$ cat src/rtl/lb_sched_pkg.sv
// Shared definitions for the load-balancing task scheduler.
// Holds the FSM state encoding, the server count and index widths, and the
// default load threshold used by lb_task_scheduler and lb_req_arbiter.
package lb_sched_pkg;

  localparam int NUM_SERVERS   = 3;
  localparam int SRV_IDX_W     = 2;
  localparam int REQ_IDX_W     = 3;
  localparam int DEF_THRESHOLD = 3;

  // State encoding kept as plain constants so legacy netlists and waveform
  // decoders keep working; the enum below is built on the same values.
  localparam logic [1:0] ST_IDLE  = 2'd0;
  localparam logic [1:0] ST_GRANT = 2'd1;
  localparam logic [1:0] ST_STALL = 2'd2;

  typedef enum logic [1:0] {
    IDLE  = ST_IDLE,
    GRANT = ST_GRANT,
    STALL = ST_STALL
  } sched_state_e;

endpackage

$ cat src/rtl/lb_req_arbiter.sv
// Requester arbiter for lb_task_scheduler.
// Picks one of eight requesters and returns it both one-hot and as an index.
//   i_req      in   8  pending requests
//   i_rr_ptr   in   3  round-robin search start (absent in strict mode)
//   o_win_oh   out  8  one-hot winner, zero when no request
//   o_win_idx  out  3  winner index, zero when no request
// Macro LB_STRICT_PRIO_EN: when defined, the highest set request index wins
// (same ordering as the datapath priority encoder) and there is no pointer.
module lb_req_arbiter
  import lb_sched_pkg::*;
(
  input  logic [7:0]           i_req,
`ifndef LB_STRICT_PRIO_EN
  input  logic [REQ_IDX_W-1:0] i_rr_ptr,
`endif
  output logic [7:0]           o_win_oh,
  output logic [REQ_IDX_W-1:0] o_win_idx
);

`ifdef LB_STRICT_PRIO_EN
  // Ascending scan: the last hit, i.e. the highest index, is kept.
  always_comb begin
    o_win_idx = '0;
    for (int k = 0; k < 8; k++) begin
      if (i_req[k]) o_win_idx = REQ_IDX_W'(k);
    end
    o_win_oh            = '0;
    o_win_oh[o_win_idx] = |i_req;
  end
`else
  logic                 w_found;
  logic [REQ_IDX_W-1:0] w_cand;

  // Scan starting at the pointer; the 3-bit add wraps 7 -> 0 naturally.
  always_comb begin
    o_win_idx = '0;
    w_found   = 1'b0;
    w_cand    = '0;
    for (int k = 0; k < 8; k++) begin
      w_cand = i_rr_ptr + REQ_IDX_W'(k);
      if (!w_found && i_req[w_cand]) begin
        w_found   = 1'b1;
        o_win_idx = w_cand;
      end
    end
    o_win_oh            = '0;
    o_win_oh[o_win_idx] = |i_req;
  end
`endif

endmodule

$ cat src/rtl/lb_task_scheduler.sv
// Dispatch sequencer for the three-server load-balancing datapath.
// Grants one requester per dispatch, steers it to the least-loaded server,
// tracks outstanding load per server and stalls while all are overloaded.
//   clk       in   1        system clock, rising edge
//   reset     in   1        asynchronous, active-high
//   req       in   8        level requests, held until granted
//   grant     out  8        one-hot single-cycle grant
//   srv_sel   out  2        server for the current grant, 0 when no grant
//   srv_done  in   3        per-server completion pulses
//   srv_load  out  3*CNT_W  packed loads, server0 in the low bits
//   trigger   out  1        some server load above THRESHOLD
//   overload  out  1        every server load above THRESHOLD
//   busy      out  1        FSM not idle
// Macro LB_STRICT_PRIO_EN: fixed highest-index priority, no rr pointer.
//
// state | meaning
// IDLE  | waiting for a request
// GRANT | one-cycle dispatch: pick requester and server, pulse grant
// STALL | every server overloaded (or saturated); hold until one drains
module lb_task_scheduler
  import lb_sched_pkg::*;
#(
  parameter int NUM_REQ   = 8,
  parameter int CNT_W     = 4,
  parameter int THRESHOLD = DEF_THRESHOLD
) (
  input  logic                         clk,
  input  logic                         reset,
  input  logic [NUM_REQ-1:0]           req,
  output logic [NUM_REQ-1:0]           grant,
  output logic [SRV_IDX_W-1:0]         srv_sel,
  input  logic [NUM_SERVERS-1:0]       srv_done,
  output logic [NUM_SERVERS*CNT_W-1:0] srv_load,
  output logic                         trigger,
  output logic                         overload,
  output logic                         busy
);

  localparam logic [CNT_W-1:0] LOAD_MAX = '1;
  localparam logic [CNT_W-1:0] LOAD_THR = CNT_W'(THRESHOLD);

  sched_state_e         r_state;
  sched_state_e         w_state_nxt;
  logic [CNT_W-1:0]     r_load [NUM_SERVERS];
  logic [NUM_REQ-1:0]   w_win_oh;
  logic [REQ_IDX_W-1:0] w_win_idx;
  logic [NUM_SERVERS-1:0] w_over;
  logic                 w_srv_ok;
  logic [SRV_IDX_W-1:0] w_srv_idx;
  logic [CNT_W-1:0]     w_best;
  logic                 w_req_any;
  logic                 w_grant_go;

`ifndef LB_STRICT_PRIO_EN
  logic [REQ_IDX_W-1:0] r_rr_ptr;
`endif

  lb_req_arbiter u_arb (
    .i_req     (req),
`ifndef LB_STRICT_PRIO_EN
    .i_rr_ptr  (r_rr_ptr),
`endif
    .o_win_oh  (w_win_oh),
    .o_win_idx (w_win_idx)
  );

  assign w_req_any = |req;

  always_comb begin
    srv_load = '0;
    w_over   = '0;
    for (int s = 0; s < NUM_SERVERS; s++) begin
      srv_load[s*CNT_W +: CNT_W] = r_load[s];
      w_over[s]                  = r_load[s] > LOAD_THR;
    end
  end

  assign trigger  = |w_over;
  assign overload = &w_over;

  // Least-loaded server; strict '<' keeps the lowest index on ties.
  // Saturated servers are skipped so the counter can never wrap.
  always_comb begin
    w_srv_ok  = 1'b0;
    w_srv_idx = '0;
    w_best    = '0;
    for (int s = 0; s < NUM_SERVERS; s++) begin
      if (r_load[s] != LOAD_MAX && (!w_srv_ok || r_load[s] < w_best)) begin
        w_srv_ok  = 1'b1;
        w_srv_idx = SRV_IDX_W'(s);
        w_best    = r_load[s];
      end
    end
  end

  assign w_grant_go = (r_state == GRANT) && w_req_any && !overload && w_srv_ok;
  assign grant      = w_grant_go ? w_win_oh  : '0;
  assign srv_sel    = w_grant_go ? w_srv_idx : '0;
  assign busy       = (r_state != IDLE);

  always_comb begin
    w_state_nxt = r_state;
    case (r_state)
      IDLE:    if (w_req_any) w_state_nxt = overload ? STALL : GRANT;
      GRANT: begin
        if (!w_req_any)                 w_state_nxt = IDLE;
        else if (overload || !w_srv_ok) w_state_nxt = STALL;
        else                            w_state_nxt = IDLE;
      end
      STALL:   if (!overload) w_state_nxt = IDLE;
      default: w_state_nxt = IDLE;
    endcase
  end

  always_ff @(posedge clk or posedge reset) begin
    if (reset) begin
      r_state <= IDLE;
    end else begin
      r_state <= w_state_nxt;
    end
  end

`ifndef LB_STRICT_PRIO_EN
  always_ff @(posedge clk or posedge reset) begin
    if (reset) begin
      r_rr_ptr <= '0;
    end else if (w_grant_go) begin
      r_rr_ptr <= w_win_idx + REQ_IDX_W'(1);
    end
  end
`endif

  // An assignment and a completion on the same server cancel out.
  always_ff @(posedge clk or posedge reset) begin
    if (reset) begin
      for (int s = 0; s < NUM_SERVERS; s++) r_load[s] <= '0;
    end else begin
      for (int s = 0; s < NUM_SERVERS; s++) begin
        if (w_grant_go && w_srv_idx == SRV_IDX_W'(s)) begin
          if (!srv_done[s] && r_load[s] != LOAD_MAX) r_load[s] <= r_load[s] + 1'b1;
        end else if (srv_done[s] && r_load[s] != '0) begin
          r_load[s] <= r_load[s] - 1'b1;
        end
      end
    end
  end

endmodule

$ cat config.mk
export PLATFORM = sky130hd
export DESIGN_NAME = lb_task_scheduler
export DESIGN_NICKNAME = d
export VERILOG_FILES = /design/src/rtl/lb_sched_pkg.sv /design/src/rtl/lb_req_arbiter.sv /design/src/rtl/lb_task_scheduler.sv
export SDC_FILE = /design/constraint.sdc
export NUM_CORES = 1
export LEC_CHECK = 0
export ABC_AREA = 1
export BUFFER_PORTS_ARGS = -buffer_cell sky130_fd_sc_hd__buf_2
export CORE_ASPECT_RATIO = 0.6
export CORE_MARGIN = 4
export CORE_UTILIZATION = 35
export CTS_CLUSTER_DIAMETER = 50
export CTS_CLUSTER_SIZE = 30
export DETAILED_ROUTE_END_ITERATION = 8
export GPL_ROUTABILITY_DRIVEN = 0
export RECOVER_POWER = 100
export SLEW_MARGIN = 10
export SYNTH_ARGS = -nofsm -noshare
export SYNTH_HDL_FRONTEND = slang
export SYNTH_SLANG_ARGS = --single-unit
export TNS_END_PERCENT = 50
$ cat constraint.sdc
create_clock -name clk -period 7.9 [get_ports clk]
set_clock_uncertainty 0.2 [all_clocks]
set_input_delay 1.975 -clock clk [delete_from_list [all_inputs] [get_ports clk]]
set_output_delay 1.975 -clock clk [all_outputs]
set_load 0.05 [all_outputs]
==> summary.txt, run 1 <==
Timing
  – Setup violators final: 0
  – Max Clock Freq: 150 MHz
  – Final setup TNS: 0 ns
  – Worst setup slack after layout: 1.25 ns
  – Fin. Hold Viols: 0
  – Worst slew margin: 0.520
  – Worst-Margin Slew: 0.720 ns
  – Tcrit/Tclk final: 0.841
  – Max-slew violations: 0
  – RSZ-0062 raised after global routing: no
  – Post-layout min period: 6.65 ns

Routing
  – Avg WL per Cell: 12.5 um
  – Initial drt markers: 161
  – Final WL: 5.48 mm
  – Post-route DRC: 0
  – First drt pass iteration count: 4
  – Routed Antenna Nets: 0
  – Via-to-Cell Ratio: 4.66
  – DR vias: 2038

Synthesis
  – Yosys top cell area share: 0.197
  – Top cells by area, synth: dfrtp_1 20%, nand2_1 16%, ha_1 8.7%, inv_1 7.3%, nand2_2 4.6%
  – Syn Area/Cell: 6.71 um2
  – Synth warnings: 0
  – Ys async rst share: 1.00
  – Mapped cell area: 2150 um2
  – Post-Synthesis Net Count: 352
  – Mux share of post-synthesis cell area: 0
  – Post-Synth XOR/XNOR Area: 0.0366
  – Largest family of logic cells by synthesized area: simple AND/OR/NAND/NOR gates
  – Synth Area in Simple Gates: 0.413
  – Post-synthesis compound-gate area fraction: 0.135
  – Share of the yosys chip area belonging to registers: 0.197
  – Synthesized flop and latch total: 17
  – Post-synth EDFFs: 0
  – Yosys top cell by area: dfrtp_1
  – Post-synthesis adder-cell area fraction: 0.115
  – Netlist cell types: 39
  – Synth Instances: 321
  – Leading register cell type out of synthesis: dfrtp_1

Placement
  – Setup WS pre-CTS: 1.67 ns
  – Port Buffers: 37
  – Post-DP HPWL: 4.55 mm

Worst setup path
  – WP buf/inv: 3
  – Slowest CP cell: clkbuf_1
  – CP Capture Type: output pin
  – Slowest stage delay, CP: 0.47 ns
  – Cell Chain, Critical Path: buf_2 -> or2_1 -> o21ai_2 -> o21ai_0 -> nand2_1 -> nand2_2 -> nor2_4 -> nand3_2 -> nor2_1 -> nand2_4 -> nor2_4 -> nand2_2 -> o21ai_4 -> nand2_4 -> inv_2 -> nand2_1 -> nor2_1 -> clkbuf_1
  – Crit path max-delay family: simple AND/OR/NAND/NOR gates
  – CP startpoint kind: input pin
  – Crit path required time: 5.73 ns
  – Kind of critical path: in -> out
  – Critical path fanouts, max: 4
  – WP data arrival: 4.47 ns

Floorplanning
  – Ports: 38
  – CORE AREA: 5750 um2
  – Die width: 109 um
  – Die Ht: 68.8 um
  – Cell row count: 21
  – Initial Util: 0.374
  – DIE AREA: 7520 um2

Min path
  – Worst Hold Class: reg -> reg

Clocking
  – Clk sinks: 17
  – Clock Tree Buf Depth: 2
  – Root buffer cell: clkbuf_8
  – CTS resizes: 0
  – Post-CTS setup buffers: 0
  – Hold_buf cts: 0
  – H-tree depth: 1
  – CTS tree: built
  – TritonCTS Buffers: 3
  – Clk Latency, worst-skew pair: 0.25 ns
  – Worst-path clk slew: 0.07 ns

Global route
  – Gr ovfl total: 0
  – Total track usage: 0.150
  – Number of global-route vias before repair: 1712
  – Global-route wire length before repair: 8.82 mm
  – Initial antenna violation count: 0
  – Pin count of the biggest net entering global routing: 18

Cells and area
  – Fill cells: 633
  – Leading cell type in the layout, fill and taps excluded: nand2_1
  – Fin nets: 389
  – Area growth syn-to-layout: 9.29%
  – Most frequent cells in the layout: 97 x nand2_1, 42 x inv_1, 27 x clkbuf_1, 26 x nor2_1, 18 x o21ai_0
  – # diodes: 0
  – Ratio of cells with drive above 1 in the final layout: 0.132

Job
  – Maxcap violations: 0

Status
  – Status: finished, final reports clean
## worst register-to-register path: stages (launching register included)
cell and delay [ns]:
dfrtp_1 0.51, nand2_1 0.13, clkinv_1 0.07, nand2_1 0.18, nand2_1 0.10, ha_1 0.30
a21oi_1 0.17, nand2_1 0.07, nand2_1 0.10, nand2_1 0.17, nand2_1 0.10, o21ai_0 0.10
ha_1 0.29, nand2_1 0.05, inv_1 0.05, nand2_1 0.05, nand2_1 0.06, nand2_1 0.09
nand2_1 0.18, nand2_1 0.21, ha_1 0.37, and3_1 0.16, a211oi_1 0.22, nand3b_1 0.15
nand2_1 0.10, nand3b_1 0.10, nand2_1 0.06
## flip-flops by register name, indices dropped and copies added, names as in the netlist
register,flops
srv_load,12
r_rr_ptr,3
r_state,2
## per-stage QoR
stage | utilization | cell area [um2] | hold WS [ns] | cells
global route | 0.409 | 2350 | 0.371 | 437
CTS | 0.424 | 2440 | 0.336 | 437
finish | 0.409 | 2350 | 0.335 | 437
global placement | 0.416 | 2390 | 0.326 | 433
detailed placement | 0.416 | 2390 | 0.322 | 433
floorplan | - | 2150 | 0.298 | 321
## cell usage after synthesis (2+ instances only)
cell type / n
a21boi_0: 2
a21oi_1: 7
a31oi_1: 4
buf_4: 2
dfrtp_1: 17
fa_1: 3
ha_1: 15
inv_1: 42
inv_2: 3
nand2_1: 91
nand2_2: 16
nand2_4: 7
nand3_1: 15
nand3b_1: 4
nand4_1: 5
nor2_1: 24
nor2_4: 3
nor3_1: 2
nor4_1: 4
o21ai_0: 15
o21ai_1: 6
o21ai_2: 8
or2_1: 3
xnor2_1: 2
xor2_1: 7
## cell families (layout without fill, tap and decap cells)
| group | after synthesis | after routing |
|---|---|---|
| AOI/OAI and AO/OA | 46 | 46 |
| xor gates and xnor gates | 9 | 9 |
| adders and majority gates | 18 | 18 |
| buffers and inverters | 51 | 87 |
| DFF | 17 | 17 |
| and+or+nand+nor | 180 | 180 |
## layer usage
metal  share of wire  up-vias  track usage
met5               0        -            0
met4               0        0       0.0109
met3           0.087        0       0.0242
met2            0.32       63        0.179
met1            0.60      871        0.266
li1                -     1104            -
## cell type report
type / count / area (um2) / share of cell area
clock buffers: 4 / 45.0 / 0.0191
inverters: 46 / 175 / 0.0744
multi-input cells: 253 / 1460 / 0.618
flip-flops and latches: 17 / 425 / 0.181
well taps: 80 / 100 / 0.0425
repair buffers: 37 / 153 / 0.0648
## final timing paths
path                                  start          end  slack [ns]  cells past startpoint
max in group asynchronous             reset  srv_load[7]        5.42                      2
worst max register to register  srv_load[0]  srv_load[3]        3.47                     26
worst max-delay path                 req[5]     grant[0]        1.25                     18
min in group asynchronous             reset  srv_load[3]        1.63                      2
worst min-delay path             r_state[0]   r_state[0]        0.33                      3
worst min register to register   r_state[0]   r_state[0]        0.33                      3
Power of run 1 is not shown: default switching activity piles up to over one toggle a cycle in this logic, so the estimate is an artifact.
==> run 2: changes to the inputs <==
- clock period: 7.9 -> 5.7 ns (I/O delays scaled with it)
==> summary.txt, run 2 (synthesized netlist as in run 1, its figures left out) <==
Status
  – Status: finished, final reports clean

Routing
  – Routed Antenna Nets: 0 (unchanged)
  – Initial drt markers: 177 (+9.9%)
  – Via-to-Cell Ratio: 4.59 (-1.6%)
  – Avg WL per Cell: 12.2 um (-2.6%)
  – Final WL: 5.34 mm (-2.6%)
  – DR vias: 2005 (-1.6%)
  – First drt pass iteration count: 5 (+1)
  – Post-route DRC: 0 (unchanged)

Min path
  – Worst Hold Class: reg -> reg

Floorplanning
  – Die width: 109 um (unchanged)
  – Die Ht: 68.8 um (unchanged)
  – Cell row count: 21 (unchanged)
  – CORE AREA: 5750 um2 (unchanged)
  – Ports: 38 (unchanged)
  – DIE AREA: 7520 um2 (unchanged)
  – Initial Util: 0.374 (unchanged)

Worst setup path
  – Kind of critical path: in -> out
  – WP data arrival: 3.71 ns (-0.76 ns)
  – Critical path fanouts, max: 4 (unchanged)
  – CP Capture Type: output pin
  – CP startpoint kind: input pin
  – Crit path required time: 4.07 ns (-1.66 ns)

Cells and area
  – Fill cells: 623 (-1.6%)
  – Ratio of cells with drive above 1 in the final layout: 0.160 (+0.0280)
  – Fin nets: 389 (unchanged)
  – Area growth syn-to-layout: 9.87%
  – Leading cell type in the layout, fill and taps excluded: nand2_1
  – Max reg flops: 12 (unchanged)
  – # diodes: 0 (unchanged)
  – Most frequent cells in the layout: 97 x nand2_1, 43 x inv_1, 26 x nor2_1, 17 x clkbuf_1, 17 x dfrtp_1

Timing
  – Setup violators final: 0 (unchanged)
  – Post-layout min period: 5.33 ns
  – Worst-Margin Slew: 0.693 ns (-0.0269 ns)
  – Tcrit/Tclk final: 0.935
  – Max Clock Freq: 188 MHz
  – Worst slew margin: 0.533 (+0.0136)
  – Max-slew violations: 0 (unchanged)
  – Final setup TNS: 0 ns (unchanged)
  – RSZ-0062 raised after global routing: no
  – Fin. Hold Viols: 0 (unchanged)

Global route
  – Global-route wire length before repair: 8.69 mm (-1.4%)
  – Initial antenna violation count: 0 (unchanged)
  – Pin count of the biggest net entering global routing: 18 (unchanged)
  – Total track usage: 0.148 (-0.00228)
  – Gr ovfl total: 0 (unchanged)
  – Number of global-route vias before repair: 1691 (-1.2%)

Clocking
  – Hold_buf cts: 0 (unchanged)
  – CTS tree: built
  – Worst-path clk slew: 0.07 ns (about the same)
  – Clk Latency, worst-skew pair: 0.25 ns (about the same)
  – CTS resizes: 0 (unchanged)
  – H-tree depth: 1 (unchanged)
  – Clk sinks: 17 (unchanged)
  – Post-CTS setup buffers: 0 (unchanged)
  – Clock Tree Buf Depth: 2 (unchanged)
  – TritonCTS Buffers: 3 (unchanged)
  – Root buffer cell: clkbuf_8

Placement
  – Port Buffers: 37 (unchanged)
  – Post-DP HPWL: 4.51 mm (-0.87%)

Job
  – Maxcap violations: 0 (unchanged)
## run 2: cell count changes in the layout (fill, tap and decap cells not counted)
cell | previous run | this run
clkbuf_1 | 27 | 17
o21ai_1 | 4 | 6
inv_1 | 42 | 43
o21ai_0 | 18 | 16
clkbuf_2 | 0 | 8
clkinv_1 | 1 | 0
buf_2 | 11 | 13
## run 2: final timing paths
check	from	end	slack (ns)	depth (start not counted)
hold / removal	r_state[0]	r_state[0]	0.33	3
setup / recovery	req[5]	grant[5]	0.37	18
setup reg to reg	srv_load[0]	srv_load[3]	1.33	26
min in group asynchronous	reset	srv_load[3]	1.07	2
hold reg to reg	r_state[0]	r_state[0]	0.33	3
max in group asynchronous	reset	srv_load[7]	3.78	2
## run 2: area by class of cell
type | instances | area, um2 | share of cell area
clock buffers | 4 | 45.0 | 0.0190
inverters | 46 | 175 | 0.0740
multi-input cells | 253 | 1460 | 0.615
flip-flops and latches | 17 | 425 | 0.180
well taps | 80 | 100 | 0.0423
repair buffers | 37 | 165 | 0.0698
## run 2: worst max-delay path, cell delays in order
cell and delay [ns]:
buf_2 0.11, or2_1 0.21, o21ai_2 0.08, o21ai_1 0.11, nand2_1 0.13, nand2_2 0.09, nor2_4 0.10, nand3_2 0.09
nor2_1 0.26, nand2_4 0.10, nor2_1 0.17, nand2_1 0.08, nand4_1 0.14, o21ai_4 0.09, nand2_4 0.09, nand2_2 0.06
nor2_1 0.10, clkbuf_2 0.28
## run 2: stage by stage
stage	cells	util	hold WS [ns]	setup WS, ns	instance area (um2)
floorplan	321	-	0.298	0.563	2150
global placement	433	0.416	0.326	0.535	2390
detailed placement	433	0.416	0.322	0.543	2390
CTS	437	0.424	0.336	0.539	2440
global route	437	0.411	0.371	0.0999	2370
finish	437	0.411	0.332	0.368	2370
## run 2: routing by layer
metal	part of all wire	GRT usage
met1	0.63	0.264
met5	0	0
met2	0.31	0.172
met4	0	0.00933
met3	0.059	0.0260
Power of run 2 is left out for the same reason.
==> run 3: changes to the inputs <==
- CORE_UTILIZATION: 35 -> 51
- PLACE_DENSITY: default -> 0.77
==> summary.txt, run 3 (synthesized netlist as in run 1, its figures left out) <==
Timing
  – Post-layout min period: 5.28 ns (-0.0490 ns)
  – Max Clock Freq: 189 MHz (+0.93%)
  – Worst slew margin: 0.495 (-0.0385)
  – RSZ-0062 raised after global routing: no
  – Worst-Margin Slew: 0.750 ns (+0.0571 ns)
  – Max-slew violations: 0 (unchanged)
  – Final setup TNS: 0 ns (unchanged)
  – Tcrit/Tclk final: 0.927 (-0.00860)
  – Setup violators final: 0 (unchanged)
  – Fin. Hold Viols: 0 (unchanged)

Cells and area
  – Area of the multi-input gates: 1460 um2 (+0.43%)
  – Fin nets: 389 (unchanged)
  – Storage element area: 425 um2 (unchanged)
  – Most frequent cells in the layout: 97 x nand2_1, 42 x inv_1, 24 x nor2_1, 19 x o21ai_0
  – Fill cells: 385 (-38%)
  – Leading cell type in the layout, fill and taps excluded: nand2_1
  – Fin cells: 414 (-5.3%)
  – Max reg flops: 12 (unchanged)
  – # diodes: 0 (unchanged)
  – Ratio of cells with drive above 1 in the final layout: 0.162 (+0.00280)
  – Area growth syn-to-layout: 8.83%

Worst setup path
  – WP buf/inv: 4 (+2)
  – Reg2reg setup slack: 1.43 ns (+0.10 ns)
  – Kind of critical path: in -> out
  – CP Capture Type: output pin
  – Slowest CP cell: o21ai_0
  – Worst reg2reg path startpoint: srv_load[0]
  – WP data arrival: 3.66 ns (-0.05 ns)
  – Crit path max-delay family: simple AND/OR/NAND/NOR gates
  – Critical path fanouts, max: 3 (-1)
  – Crit path required time: 4.07 ns (about the same)
  – Slowest stage delay, CP: 0.42 ns (+0.14 ns)
  – Crit path from: req[3]
  – RR Endpoint: srv_load[7]
  – Cell Chain, Critical Path: buf_2 -> inv_1 -> o21ai_0 -> o21ai_0 -> o21ai_0 -> nor2_4 -> nand2_1 -> nor2_1 -> nor4_1 -> nand2_1 -> nor2_2 -> inv_1 -> nand2_1 -> nor2_1 -> clkbuf_2
  – Path depth of the worst reg2reg path: 30 (+15%)
  – CP startpoint kind: input pin

Clocking
  – H-tree depth: 1 (unchanged)
  – CTS resizes: 0 (unchanged)
  – Clk Latency, worst-skew pair: 0.26 ns (about the same)
  – Clk sinks: 17 (unchanged)
  – Worst-path clk slew: 0.07 ns (about the same)
  – Hold_buf cts: 0 (unchanged)
  – Post-CTS setup buffers: 0 (unchanged)
  – Clock Tree Buf Depth: 2 (unchanged)
  – CTS tree: built
  – TritonCTS Buffers: 3 (unchanged)
  – Root buffer cell: clkbuf_8

Placement
  – # placed instances: 410 (-5.3%)
  – Port Buffers: 37 (unchanged)
  – Post-DP HPWL: 4.14 mm (-8.2%)

Routing
  – DR vias: 2102 (+4.8%)
  – Via-to-Cell Ratio: 5.08 (+11%)
  – Avg WL per Cell: 12.1 um (-1.3%)
  – Initial drt markers: 148 (-16%)
  – Routed Antenna Nets: 0 (unchanged)
  – Post-route DRC: 0 (unchanged)
  – Final WL: 4.99 mm (-6.5%)
  – First drt pass iteration count: 4 (-1)

Status
  – Status: finished, final reports clean

Global route
  – Gr ovfl total: 0 (unchanged)
  – Pin count of the biggest net entering global routing: 18 (unchanged)
  – Initial antenna violation count: 0 (unchanged)
  – Number of global-route vias before repair: 1900 (+12%)
  – Total track usage: 0.197 (+0.0496)
  – Global-route wire length before repair: 8.68 mm (-0.16%)

Min path
  – Hold EP: r_state[1]
  – Hold Path Depth: 2 (-1)
  – Hold_sp: r_state[1]
  – Worst Hold Class: reg -> reg

Floorplanning
  – Ports: 38 (unchanged)
  – DIE AREA: 5360 um2 (-29%)
  – Die Ht: 58.3 um (-15%)
  – Die width: 91.9 um (-16%)
  – Initial Util: 0.557 (+0.182)
  – CORE AREA: 3870 um2 (-33%)
  – Cell row count: 17 (-19%)

Job
  – Maxcap violations: 0 (unchanged)
[run 3: cell count changes in the layout (fill, tap and decap cells not counted), sizes merged]
cell | before | now
clkbuf | 28 | 30
buf | 13 | 11
inv | 46 | 45
clkinv | 0 | 1
[run 3: worst max-delay path by stage]
stage | end | slack (ns) | cells after the start
after floorplan | grant[4] | 0.56 | 15
after global placement | grant[4] | 0.56 | 15
after detailed placement | grant[7] | 0.56 | 15
after CTS | grant[2] | 0.52 | 16
after global routing | grant[3] | 0.12 | 16
final | grant[2] | 0.42 | 15
[run 3: area by class of cell]
| cell class | instances | area share |
|---|---|---|
| Multi-Input combinational cell | 253 | 0.624 |
| Sequential cell | 17 | 0.181 |
| Inverter | 46 | 0.0747 |
| Timing Repair Buffer | 37 | 0.0704 |
| Tap cell | 57 | 0.0304 |
| Clock buffer | 4 | 0.0192 |
[run 3: metal layers]
layer | vias to the layer above | track usage | routed length (um)
met1 | 938 | 0.319 | 2790
met3 | 0 | 0.0421 | 362
met2 | 59 | 0.279 | 1840
met4 | 0 | 0.00634 | 0
met5 | - | 0 | 0
li1 | 1105 | - | -
[run 3: worst reg2reg max path, delay by kind of cell, from the launching register on]
family | cells | cell delay, ns
flops | 1 | 0.48
buf+inv | 4 | 0.24
compound gates | 3 | 0.46
simple gates | 20 | 1.84
fa+ha+maj | 3 | 1.00
[run 3: through the flow]
stage / utilization / hold WS (ns) / instance area, um2 / setup WS, ns
finish: 0.606 / 0.352 / 2340 / 0.417
CTS: 0.622 / 0.346 / 2410 / 0.516
global route: 0.606 / 0.405 / 2340 / 0.124
floorplan: - / 0.298 / 2150 / 0.563
detailed placement: 0.611 / 0.330 / 2360 / 0.562
global placement: 0.611 / 0.326 / 2360 / 0.562
Power of run 3 is left out for the same reason.
